<file path="src/rtl/approx_adder_pkg.sv">
// rtl/approx_adder_pkg.sv - shared FSM encoding, index-width helper and defaults for serial_approx_adder
package approx_adder_pkg;

    localparam int DEFAULT_WIDTH       = 8;
    localparam int DEFAULT_APPROX_BITS = 4;

    typedef enum logic [1:0] {
        IDLE = 2'd0,
        RUN  = 2'd1,
        DONE = 2'd2
    } state_t;

    // Bits needed to index n positions; never less than one so a 1-bit operand still has an index.
    function automatic int idx_width(input int n);
        int w;
        w = 1;
        while ((1 << w) < n) begin
            w = w + 1;
        end
        return w;
    endfunction

endpackage

</file>
<file path="src/rtl/one_bit_LCA.sv">
// rtl/one_bit_LCA.sv - one-bit carry-lookahead cell (generate/propagate form)
module one_bit_LCA (
    input  logic A,
    input  logic B,
    input  logic C0,
    output logic C1,
    output logic SUM
);

    logic gen;
    logic prop;

    assign gen  = A & B;
    assign prop = A ^ B;
    assign SUM  = prop ^ C0;
    assign C1   = gen | (prop & C0);

endmodule

</file>
<file path="src/rtl/serial_approx_adder.sv">
// rtl/serial_approx_adder.sv - bit-serial adder, one position per clock; APPROX_LSB_EN selects lower-part-OR LSBs
module serial_approx_adder
    import approx_adder_pkg::*;
#(
    parameter int WIDTH       = DEFAULT_WIDTH,
    parameter int APPROX_BITS = DEFAULT_APPROX_BITS
) (
    input  logic             clk,
    input  logic             rst_n,
    input  logic             start,
    input  logic [WIDTH-1:0] a,
    input  logic [WIDTH-1:0] b,
    input  logic             cin,
    output logic             busy,
    output logic             done,
    output logic [WIDTH-1:0] sum,
    output logic             cout
);

    localparam int            IW       = idx_width(WIDTH);
    localparam logic [IW-1:0] IDX_LAST = IW'(WIDTH - 1);

    if (WIDTH < 1 || APPROX_BITS < 0 || APPROX_BITS > WIDTH) begin : g_bad_cfg
        $error("serial_approx_adder: WIDTH must be >= 1 and APPROX_BITS within 0..WIDTH");
    end

    state_t            state;
    logic [WIDTH-1:0]  a_reg;
    logic [WIDTH-1:0]  b_reg;
    logic [WIDTH-1:0]  sum_sh;
    logic              carry;
    logic [IW-1:0]     idx;

    logic              bit_a;
    logic              bit_b;
    logic              cell_sum;
    logic              cell_c1;
    logic              sum_bit;
    logic              carry_next;
    logic [WIDTH-1:0]  sum_next;

    // Single shared cell; it sees the current position and the running carry every cycle.
    one_bit_LCA u_cell (
        .A   (bit_a),
        .B   (bit_b),
        .C0  (carry),
        .C1  (cell_c1),
        .SUM (cell_sum)
    );

    // Select the current bit position, pick exact or approximate result, and form the next partial sum.
    always_comb begin
        bit_a      = a_reg[idx];
        bit_b      = b_reg[idx];
        sum_bit    = cell_sum;
        carry_next = cell_c1;
`ifdef APPROX_LSB_EN
        if (int'(idx) < APPROX_BITS) begin
            // Lower part: OR the operands; only the top approximated position seeds the exact upper carry.
            sum_bit    = bit_a | bit_b;
            carry_next = (int'(idx) == APPROX_BITS - 1) ? (bit_a & bit_b) : 1'b0;
        end
`endif
        sum_next             = sum_sh >> 1;
        sum_next[WIDTH-1]    = sum_bit;
    end

    // Handshake FSM with registered busy/done; outputs change only on the last bit edge.
    always_ff @(posedge clk or negedge rst_n) begin
        if (!rst_n) begin
            state  <= IDLE;
            a_reg  <= '0;
            b_reg  <= '0;
            sum_sh <= '0;
            carry  <= 1'b0;
            idx    <= '0;
            sum    <= '0;
            cout   <= 1'b0;
            busy   <= 1'b0;
            done   <= 1'b0;
        end else begin
            done <= 1'b0;
            case (state)
                IDLE, DONE: begin
                    if (start) begin
                        a_reg  <= a;
                        b_reg  <= b;
                        carry  <= cin;
                        idx    <= '0;
                        sum_sh <= '0;
                        busy   <= 1'b1;
                        state  <= RUN;
                    end else begin
                        busy  <= 1'b0;
                        state <= IDLE;
                    end
                end
                RUN: begin
                    sum_sh <= sum_next;
                    carry  <= carry_next;
                    if (idx == IDX_LAST) begin
                        sum   <= sum_next;
                        cout  <= carry_next;
                        busy  <= 1'b0;
                        done  <= 1'b1;
                        state <= DONE;
                    end else begin
                        idx <= idx + IW'(1);
                    end
                end
                default: begin
                    busy  <= 1'b0;
                    state <= IDLE;
                end
            endcase
        end
    end

endmodule

</file>
<file path="config.mk">
export PLATFORM = sky130hd
export DESIGN_NAME = serial_approx_adder
export DESIGN_NICKNAME = d
export VERILOG_FILES = /design/src/rtl/approx_adder_pkg.sv /design/src/rtl/one_bit_LCA.sv /design/src/rtl/serial_approx_adder.sv
export SDC_FILE = /design/constraint.sdc
export NUM_CORES = 1
export LEC_CHECK = 0
export CAP_MARGIN = 20
export CORE_MARGIN = 1
export CORE_UTILIZATION = 54
export CTS_CLUSTER_DIAMETER = 80
export DETAILED_ROUTE_END_ITERATION = 10
export PLACE_DENSITY_LB_ADDON = 0.2
export SLEW_MARGIN = 20
export SYNTH_ARGS = -nofsm -noshare
export SYNTH_HDL_FRONTEND = slang
export SYNTH_HIERARCHICAL = 1
export SYNTH_SLANG_ARGS = --single-unit
export TNS_END_PERCENT = 10
</file>
<file path="constraint.sdc">
create_clock -name clk -period 5.03 [get_ports clk]
set_input_delay 0.503 -clock clk [delete_from_list [all_inputs] [get_ports clk]]
set_output_delay 0.503 -clock clk [all_outputs]
set_load 0.005 [all_outputs]
</file>
## Yosys cells after proc, flatten, opt, wreduce, memory -nomap -nowiden

Cells that the tools add are included.

- Input port bits: 20
- Output and inout port bits: 11
- Bits in registers: 41

- Reduce and logical (&&, ||, !) cells: 7
- Bitwise operators: 5
- $add $sub $neg: 1
- Magnitude comparators: 1
- Eq/ne operators: 6
- Multiplexer cells: 19

Operators by type and width:

| cell | number |
|---|---|
| 8-bit one-hot mux with 2 select lines | 1 |
| 1-bit two-way mux | 8 |
| 8-bit two-way mux | 1 |
| 1-bit binary-select mux with 3-bit select | 2 |
| 3-bit two-way mux | 2 |
| 2-bit != test (second input constant) | 3 |
| 3-bit one-hot mux with 2 select lines | 1 |
| 2-bit AND reduction | 3 |
| 3-bit by 4-bit < comparator with 1-bit output (second input constant) | 1 |
| 1-bit one-hot mux with 2 select lines | 2 |
| 2-bit one-hot mux with 2 select lines | 1 |
| 3-bit by 1-bit adder with 3-bit output (second input constant) | 1 |
| 3-bit equality test (second input constant) | 1 |
| 3-bit AND reduction | 1 |
| 1-bit AND | 2 |
| 2-bit by 1-bit equality test with 1-bit output (second input constant) | 1 |
| 2-bit equality test (second input constant) | 1 |
| 2-bit zero test | 1 |
| 2-bit two-way mux | 1 |
| 2-bit nonzero test | 1 |
| 2-bit OR reduction | 1 |
| 1-bit bitwise XOR | 2 |
| 1-bit OR | 1 |

## Depth between registers and ports, before layout

Gate-level depths: netlist of the first run.

- Word-level depth: 6
- Gate-level depth with buffers: 6
- Gate-level depth less buffers: 5

## Hierarchy

Netlist of the first run, hierarchy kept.

By module, submodules not included:

| module | cells each | instances | area an instance (µm²) |
|---|---|---|---|
| serial_approx_adder | 138 | 1 | 1612.8 |
| one_bit_LCA | 1 | 1 | 20.0 |

## Least setup slack after synthesis of the first run

Ideal clock, no wire load.

- Kind: register to register
- Start: register idx[0]
- End: register sum[7]
- Cell stages (with the launch flop): 6
- Data arrival time: 2006 ps
- Clock period less this slack: 2130 ps
- Path slack: 2900 ps
- Path through: dfrtp_1 > buf_6 > mux4_1 > mux2_2 > fa_1 > mux2_2

- Cells in the longest elaborated chain, start to end: 4
- Elaborated cells between the ends (all ways): 8
- Those cells by class: eq/ne: 1; mux: 4; bitwise: 2; reduce/logical: 1

RTL lines:

| what | RTL line | text |
|---|---|---|
| start: declaration | serial_approx_adder.sv:32 | `logic [IW-1:0] idx;` |
| start signal: assignment | serial_approx_adder.sv:108 | `idx <= idx + IW'(1);` |
| 1-bit binary-select mux with 3-bit select | serial_approx_adder.sv:53 | `bit_a = a_reg[idx];` |
| 1-bit two-way mux (implied by the code) | serial_approx_adder.sv:53 |  |
| named net bit_a | serial_approx_adder.sv:34 | `logic bit_a;` |
| 1-bit bitwise XOR | one_bit_LCA.sv:14 | `assign prop = A ^ B;` |
| 1-bit bitwise XOR | one_bit_LCA.sv:15 | `assign SUM = prop ^ C0;` |
| named net cell_sum | serial_approx_adder.sv:36 | `logic cell_sum;` |
| end signal: assignment | serial_approx_adder.sv:102 | `sum <= sum_next;` |
| end: declaration | serial_approx_adder.sv:16 | `output logic [WIDTH-1:0] sum,` |

The timed path passes the listed nets, and every way through them passes these cells. The select of a mux whose other input is x is not followed.
A chain may end at the register's enable or synchronous reset.

## Final worst setup path of the first run

- Start: register idx[0]
- End: register sum[7]

- Cells in the longest elaborated chain, start to end: 4
- Elaborated cells between the ends (all ways): 8
- Those cells by class: eq/ne: 1; mux: 4; bitwise: 2; reduce/logical: 1

RTL lines:

| what | RTL line | text |
|---|---|---|
| 1-bit binary-select mux with 3-bit select | serial_approx_adder.sv:54 | `bit_b = b_reg[idx];` |
| 1-bit two-way mux (implied by the code) | serial_approx_adder.sv:54 |  |
| named net bit_b | serial_approx_adder.sv:35 | `logic bit_b;` |
| 1-bit bitwise XOR | one_bit_LCA.sv:14 |  |
| 1-bit bitwise XOR | one_bit_LCA.sv:15 |  |
| named net cell_sum | serial_approx_adder.sv:36 |  |

The timed path passes the listed nets, and every way through them passes these cells. The select of a mux whose other input is x is not followed.

==> results.txt, run 1 <==
----------------------------------------------------
[Timing]
  TNS Setup ... 0 ns
  RSZ-0062 raised after global routing ... no
  Hold Slack ... 0.245 ns
  Tightest Pin Transition ... 0.834 ns
  Number of hold-slack violations in the final timing report ... 0
  Final period util ... 46.4%
  Highest clock frequency the design can meet ... 0.428 GHz
  Post-layout min period ... 2.33 ns
  Max Clock Skew ... 0.0145 ns
  Post-route worst setup slack ... 2.70 ns
  Worst max-slew margin expressed relative to the limit ... 44.4%
  Final setup vio count ... 0
  Final number of max-transition violations ... 0

[Clock tree]
  Clock Pin Slew Worst Setup and Hold Paths ... 0.12 ns
  Number of buffers inserted by hold repair at cts ... 0
  CTS Buffer Depth ... 2
  TritonCTS Sinks ... 39
  Depth of the CTS H-tree ... 2
  CTS tree ... yes
  Clock buffer count from CTS ... 5
  Clk Latency, worst-skew pair ... 0.34 ns
  Clk Tree Root Cell ... clkbuf_4
  CTS-repair resized insts ... 0
  Post-CTS setup buffer count ... 0

[Setup path]
  Path type of the worst setup path ... reg -> reg
  R2R Setup Slk ... 2.70 ns
  Req. time, crit path ... 5.27 ns
  Length in cells of the worst reg-to-reg path ... 4
  Arrival time of the worst setup path ... 2.57 ns
  First element of the critical path ... idx[0]
  Endpoint class of the critical path ... flip-flop
  Critical register-to-register path startpoint ... idx[0]
  Crit Reg-Reg Endpoint ... sum[7]
  Kind of start point of the critical path ... flip-flop
  Biggest fanout along the worst timing path ... 7

[Power and ir drop]
  Pwr dens ... 583 mW/mm²
  IR Drop Worst-Case VDD ... 0.325 mV
  Proportion of power drawn by the clock network ... 13.0%
  Cell internal pwr ... 772 µW
  Switch share ... 33.4%
  Part of the power in combinational logic ... 39.9%
  Net load switching power ... 388 µW
  Sequential group share of total power ... 47.1%
  Standby leakage power ... 0.000986 µW

[Floorplanning]
  Std cell rows ... 19
  Die Footprint ... 0.00325 mm²
  Vertical die dimension ... 57.0 µm
  Standard cell core area ... 0.00281 mm²
  I/O pin count ... 31
  Initial cell density of the core ... 58.2%
  Die W ... 57.0 µm

[Placed design]
  Detailed placer's ending HPWL ... 1950 µm
  Worst setup slack after placement ... 2.48 ns
  Placer Congestion ... 0.759
  Count of input and output buffers ... 30

[GRT]
  Via count of the first global-routing pass ... 1066
  Sum of overflow across all layers after global routing ... 0
  Global-route wire length before repair ... 4830 µm
  Largest net degree at the start of global routing ... 40
  Initial antenna violation count ... 0
  Global Route Usage Sum ... 20.0%

[Synth]
  Synthesized net count ... 162
  Number of synthesized flops with an enable pin ... 0
  Top_reg_cell synth ... dfrtp_1
  Synthesized area per cell ... 11.7 µm²
  Unique masters post-synth ... 19
  Synth area leader ... dfrtp_1
  Syn. warnings ... 6
  Most used standard cells in the synthesized netlist ... 50 x nand2_1, 39 x dfrtp_1, 11 x mux2_2, 7 x a22o_1
  Netlist Area Pre-Place ... 0.00163 mm²
  Post-synth top area share ... 59.8%
  Synthesis-stage register bit count ... 39
  Share of the yosys chip area belonging to registers ... 59.8%
  Most repeated cell in the gate-level netlist after synthesis ... nand2_1
  Synthesized instance count ... 139
  Synth async-reset ratio ... 100%
  Leading cell types by total area after synthesis ... dfrtp_1 60%, nand2_1 11%, mux2_2 7.6%

[Drt]
  Detailed-route wire length per cell ... 13.7 µm
  DRC ... 2
  Number of nets with antenna violations after routing ... 0
  Drt first pass iters ... 8
  Iteration-0 DRC Markers ... 21
  Via count of the routed design ... 1082
  Vias per cell ... 5.38
  Routed wire length ... 2760 µm

[Cells and area]
  Number of diodes ... 0
  Fraction of layout instances using a drive strength above 1 ... 12.9%
  Fillcell total ... 204
  Final-stage net count ... 192
  Area overhead of the layout relative to synthesis ... 21.7%

[Run status]
  Result of the run ... finished with violations
  Violations in the final reports ... DRC

[Run]
  Max-capacitance violation count ... 0

[Hold path]
  Worst min-delay path category ... in -> async

----------------------------------------------------
==> power by group through the flow <==
stage,logic [µW],registers [µW],clock network (µW)
2_1_floorplan,326,524,0
3_3_place_gp,442,545,0
3_5_place_dp,465,553,0
4_1_cts,466,546,158
5_1_grt,511,565,172
6_report,462,546,151
==> stage by stage <==
step	total power, µW	cell area, µm²	utilization [%]	instances
after global routing	1250	1990	70.8	201
after CTS	1170	1980	70.7	201
final	1160	1990	70.8	201
after detailed placement	1020	1930	68.8	193
after global placement	987	1930	68.8	193
after floorplan	850	1630	-	139
==> layer usage <==
metal / GRT usage, % / routed length, µm
met5: 0 / 0
met3: 5.22 / 124
met1: 27.9 / 1300
met2: 30.1 / 1270
met4: 8.71 / 61
==> cell usage in the layout, fill, tap and decap left out <==
master	count
clkbuf_1	1
ha_1	2
nand2_2	1
clkinvlp_4	1
buf_2	1
nand3_1	3
clkdlybuf4s50_1	29
clkinv_2	1
fa_1	1
o21ai_0	4
nand2b_1	1
mux2_2	11
nand2_1	50
nor2b_2	1
nor2_1	1
mux2i_1	1
a22o_1	7
inv_1	4
dfrtp_1	39
mux4_1	4
nor2b_1	1
or3b_2	1
clkbuf_4	5
==> cell type report <==
type                    count  area (µm²)  share of cell area (%)
inverters                   4        15.0                   0.756
flip-flops and latches     39         976                    49.1
well taps                  31        38.8                    1.95
multi-input cells          89         608                    30.6
clock inverters             2        12.5                   0.630
clock buffers               6        41.3                    2.08
repair buffers             30         295                    14.9
==> how the worst max path moves through the flow <==
stage                     depth (start not counted)         to
after floorplan                                   5     sum[7]
after global placement                            4  sum_sh[4]
after detailed placement                          4  sum_sh[3]
after CTS                                         4     sum[7]
after global routing                              4     sum[7]
final                                             4     sum[7]
==> critical path, cell delays in order (launching register included) <==
cell	delay (ns)
dfrtp_1	0.54
mux4_1	0.62
mux2_2	0.30
fa_1	0.50
mux2_2	0.28
==> cell families (layout without fill, tap and decap cells) <==
logic type / after synthesis / after routing / synth area share (%)
flops: 39 / 39 / 59.8
buf+inv: 11 / 42 / 3.14
mux: 16 / 16 / 14.6
fa+ha+maj: 3 / 3 / 2.76
simple gates: 59 / 59 / 14.7
compound gates: 11 / 11 / 4.98
Power figures use the tool's default switching activity.
==> inputs of run 2 (changes only) <==
--- a/config.mk
+++ b/config.mk
@@ -7,7 +7,7 @@
 export LEC_CHECK = 0
 export CAP_MARGIN = 20
 export CORE_MARGIN = 1
-export CORE_UTILIZATION = 54
+export CORE_UTILIZATION = 50
 export CTS_CLUSTER_DIAMETER = 80
 export DETAILED_ROUTE_END_ITERATION = 10
 export PLACE_DENSITY_LB_ADDON = 0.2
==> constraint.sdc (replaced) <==
create_clock -name clk -period 2.2 [get_ports clk]
set_input_delay 0.22 -clock clk [delete_from_list [all_inputs] [get_ports clk]]
set_output_delay 0.22 -clock clk [all_outputs]
set_load 0.005 [all_outputs]
==> run 2 against run 1 <==
The run now ends clean. Clock power grew to 3.3 times the previous value. Core utilization shrank 3.7 points. Final cell count grew 9.0%. Sequential cell count is the same. Sequential power grew 130%. Critical endpoint unchanged.
==> results.txt, run 2 (same netlist as run 1, synthesis figures left out) <==
----------------------------------------------------
[Cells and area]
  Area overhead of the layout relative to synthesis ... 26.6%
  Commonest cells after routing, fill and taps aside ... 50 x nand2_1, 38 x dfrtp_1, 29 x clkdlybuf4s50_1
  Final-stage net count ... 197 (+2.6%)
  Fillcell total ... 249 (+22%)
  Non-filler cells in the finished layout ... 219 (+9.0%)
  Most frequent standard cell in the layout excluding fill and tap cells ... nand2_1
  Combined area of the multi-input logic cells ... 598 µm² (-1.6%)
  Number of diodes ... 0 (unchanged)
  Area taken by flip-flops and latches ... 977 µm² (+0.13%)
  Fraction of layout instances using a drive strength above 1 ... 17.7% (+4.8 points)

[Timing]
  Highest clock frequency the design can meet ... 0.462 GHz (+7.9%)
  Final setup vio count ... 0 (unchanged)
  Final number of max-transition violations ... 0 (unchanged)
  Final period util ... 98.3% (+52 points)
  Post-layout min period ... 2.16 ns (-0.170 ns)
  Max Clock Skew ... 0.00906 ns (-0.00547 ns)
  TNS Setup ... 0 ns (unchanged)
  RSZ-0062 raised after global routing ... yes
  Number of hold-slack violations in the final timing report ... 0 (unchanged)
  Worst max-slew margin expressed relative to the limit ... 44.9% (+0.56 points)
  Post-route worst setup slack ... 0.0366 ns (-2.66 ns)
  Tightest Pin Transition ... 0.826 ns (-0.00837 ns)

[GRT]
  Global Route Usage Sum ... 18.3% (-1.7 points)
  Initial antenna violation count ... 0 (unchanged)
  Via count of the first global-routing pass ... 1048 (-1.7%)
  Sum of overflow across all layers after global routing ... 0 (unchanged)
  Global-route wire length before repair ... 4630 µm (-4.2%)
  Largest net degree at the start of global routing ... 40 (unchanged)

[Hold path]
  Number of cells traversed by the worst hold path ... 3
  Worst min-delay path category ... in -> reg

[Drt]
  Drt first pass iters ... 4 (-4)
  Routed wire length ... 2840 µm (+2.9%)
  Number of nets with antenna violations after routing ... 0 (unchanged)
  Iteration-0 DRC Markers ... 40 (+90%)
  Via count of the routed design ... 1107 (+2.3%)
  Vias per cell ... 5.05 (-6.1%)
  Detailed-route wire length per cell ... 13.0 µm (-5.5%)
  DRC ... 0 (-2)

[Setup path]
  Biggest fanout along the worst timing path ... 7 (unchanged)
  R2R Setup Slk ... 0.04 ns (-2.66 ns)
  Crit Reg-Reg Endpoint ... sum[7]
  Arrival time of the worst setup path ... 2.40 ns (-0.17 ns)
  Endpoint class of the critical path ... flip-flop
  Worst setup path endpoint ... sum[7]
  Kind of start point of the critical path ... flip-flop
  First element of the critical path ... idx[0]
  Critical register-to-register path startpoint ... idx[0]
  Length in cells of the worst reg-to-reg path ... 4 (unchanged)
  Path type of the worst setup path ... reg -> reg
  Req. time, crit path ... 2.44 ns (-2.83 ns)

[Floorplanning]
  I/O pin count ... 31 (unchanged)
  Vertical die dimension ... 59.1 µm (+3.8%)
  Die W ... 59.1 µm (+3.8%)
  Initial cell density of the core ... 53.0% (-5.2 points)
  Die Footprint ... 0.00350 mm² (+7.7%)
  Standard cell core area ... 0.00308 mm² (+9.7%)
  Std cell rows ... 20 (+1)

[Placed design]
  Placer Congestion ... 0.762 (+0.38%)
  Worst setup slack after placement ... -0.0882 ns (-2.56 ns)
  Count of input and output buffers ... 30 (unchanged)
  Detailed placer's ending HPWL ... 2000 µm (+2.3%)
  Cells after DPL ... 209 (+8.3%)

[Run status]
  Result of the run ... complete, no violations

[Clock tree]
  Clock buffer count from CTS ... 5 (unchanged)
  Clk Tree Root Cell ... clkbuf_4
  TritonCTS Sinks ... 39 (unchanged)
  CTS Buffer Depth ... 2 (unchanged)
  Clock Pin Slew Worst Setup and Hold Paths ... 0.12 ns (about the same)
  CTS tree ... yes
  Clk Latency, worst-skew pair ... 0.34 ns (about the same)
  Depth of the CTS H-tree ... 2 (unchanged)

[Power and ir drop]
  Pwr dens ... 1400 mW/mm² (+140%)
  Standby leakage power ... 0.00101 µW (+2.9%)
  Sum of internal, switching and leakage power ... 2890 µW (+150%)
  IR Drop Worst-Case VDD ... 0.644 mV (+98%)

[Run]
  Max-capacitance violation count ... 0 (unchanged)

----------------------------------------------------
## run 2: cell types whose count changed in the layout (fill, tap and decap cells not counted), moves of 2 or more
cell,before,now
buf_4,0,4
mux4_1,4,0
mux4_2,0,4
mux2_2,11,9
mux2_4,0,2
## run 2: what timing repair did
action                                  CTS  global route
resized for setup                         5             2
endpoints found under the setup margin    3             1
pin swaps                                 1             0
hold buffers                              1             0
endpoints found under the hold margin    31             0
gates cloned                              0             0
setup buffers                             0             1
## run 2: area by class of cell
class                      count  area share, %
sequential                    39           47.3
multi-input combinational     89           28.9
timing repair buffer          35           16.2
tap                           44           2.66
clock buffer                   6           2.48
clock inverter                 2           1.69
inverter                       4          0.726
## run 2: how the worst min path moves through the flow
stage / start / to / slack [ns]
after floorplan: rst_n / a_reg[0] / -0.08
after global placement: rst_n / state[1] / 0.36
after detailed placement: rst_n / sum[5] / 0.37
after CTS: a[1] / a_reg[1] / 0.39
after global routing: a[5] / a_reg[5] / 0.40
final: a[1] / a_reg[1] / 0.40
## run 2: power by group
part	switching, µW	internal [µW]
registers	225	1040
clock network	230	269
logic	457	669
## run 2: layer usage
layer | share of wire [%] | up-vias | global-route usage, %
met5 | 0 | - | 0
met4 | 1.3 | 0 | 8.16
met3 | 3.5 | 5 | 4.59
met2 | 53 | 24 | 31.7
met1 | 42 | 550 | 21.6
li1 | - | 528 | -
## run 2: through the flow
| step | util (%) | hold WS (ns) | area, µm² |
|---|---|---|---|
| floorplan | - | -0.0756 | 1630 |
| global placement | 64.0 | 0.356 | 1970 |
| detailed placement | 64.0 | 0.367 | 1970 |
| CTS | 66.7 | 0.388 | 2050 |
| global route | 67.2 | 0.398 | 2070 |
| finish | 67.2 | 0.401 | 2070 |
## run 2: worst max-delay path, stage by stage, from the launching register on
cell     delay [ns]
dfrtp_2        0.48
mux4_2         0.51
mux2_4         0.29
fa_1           0.51
mux2_2         0.28
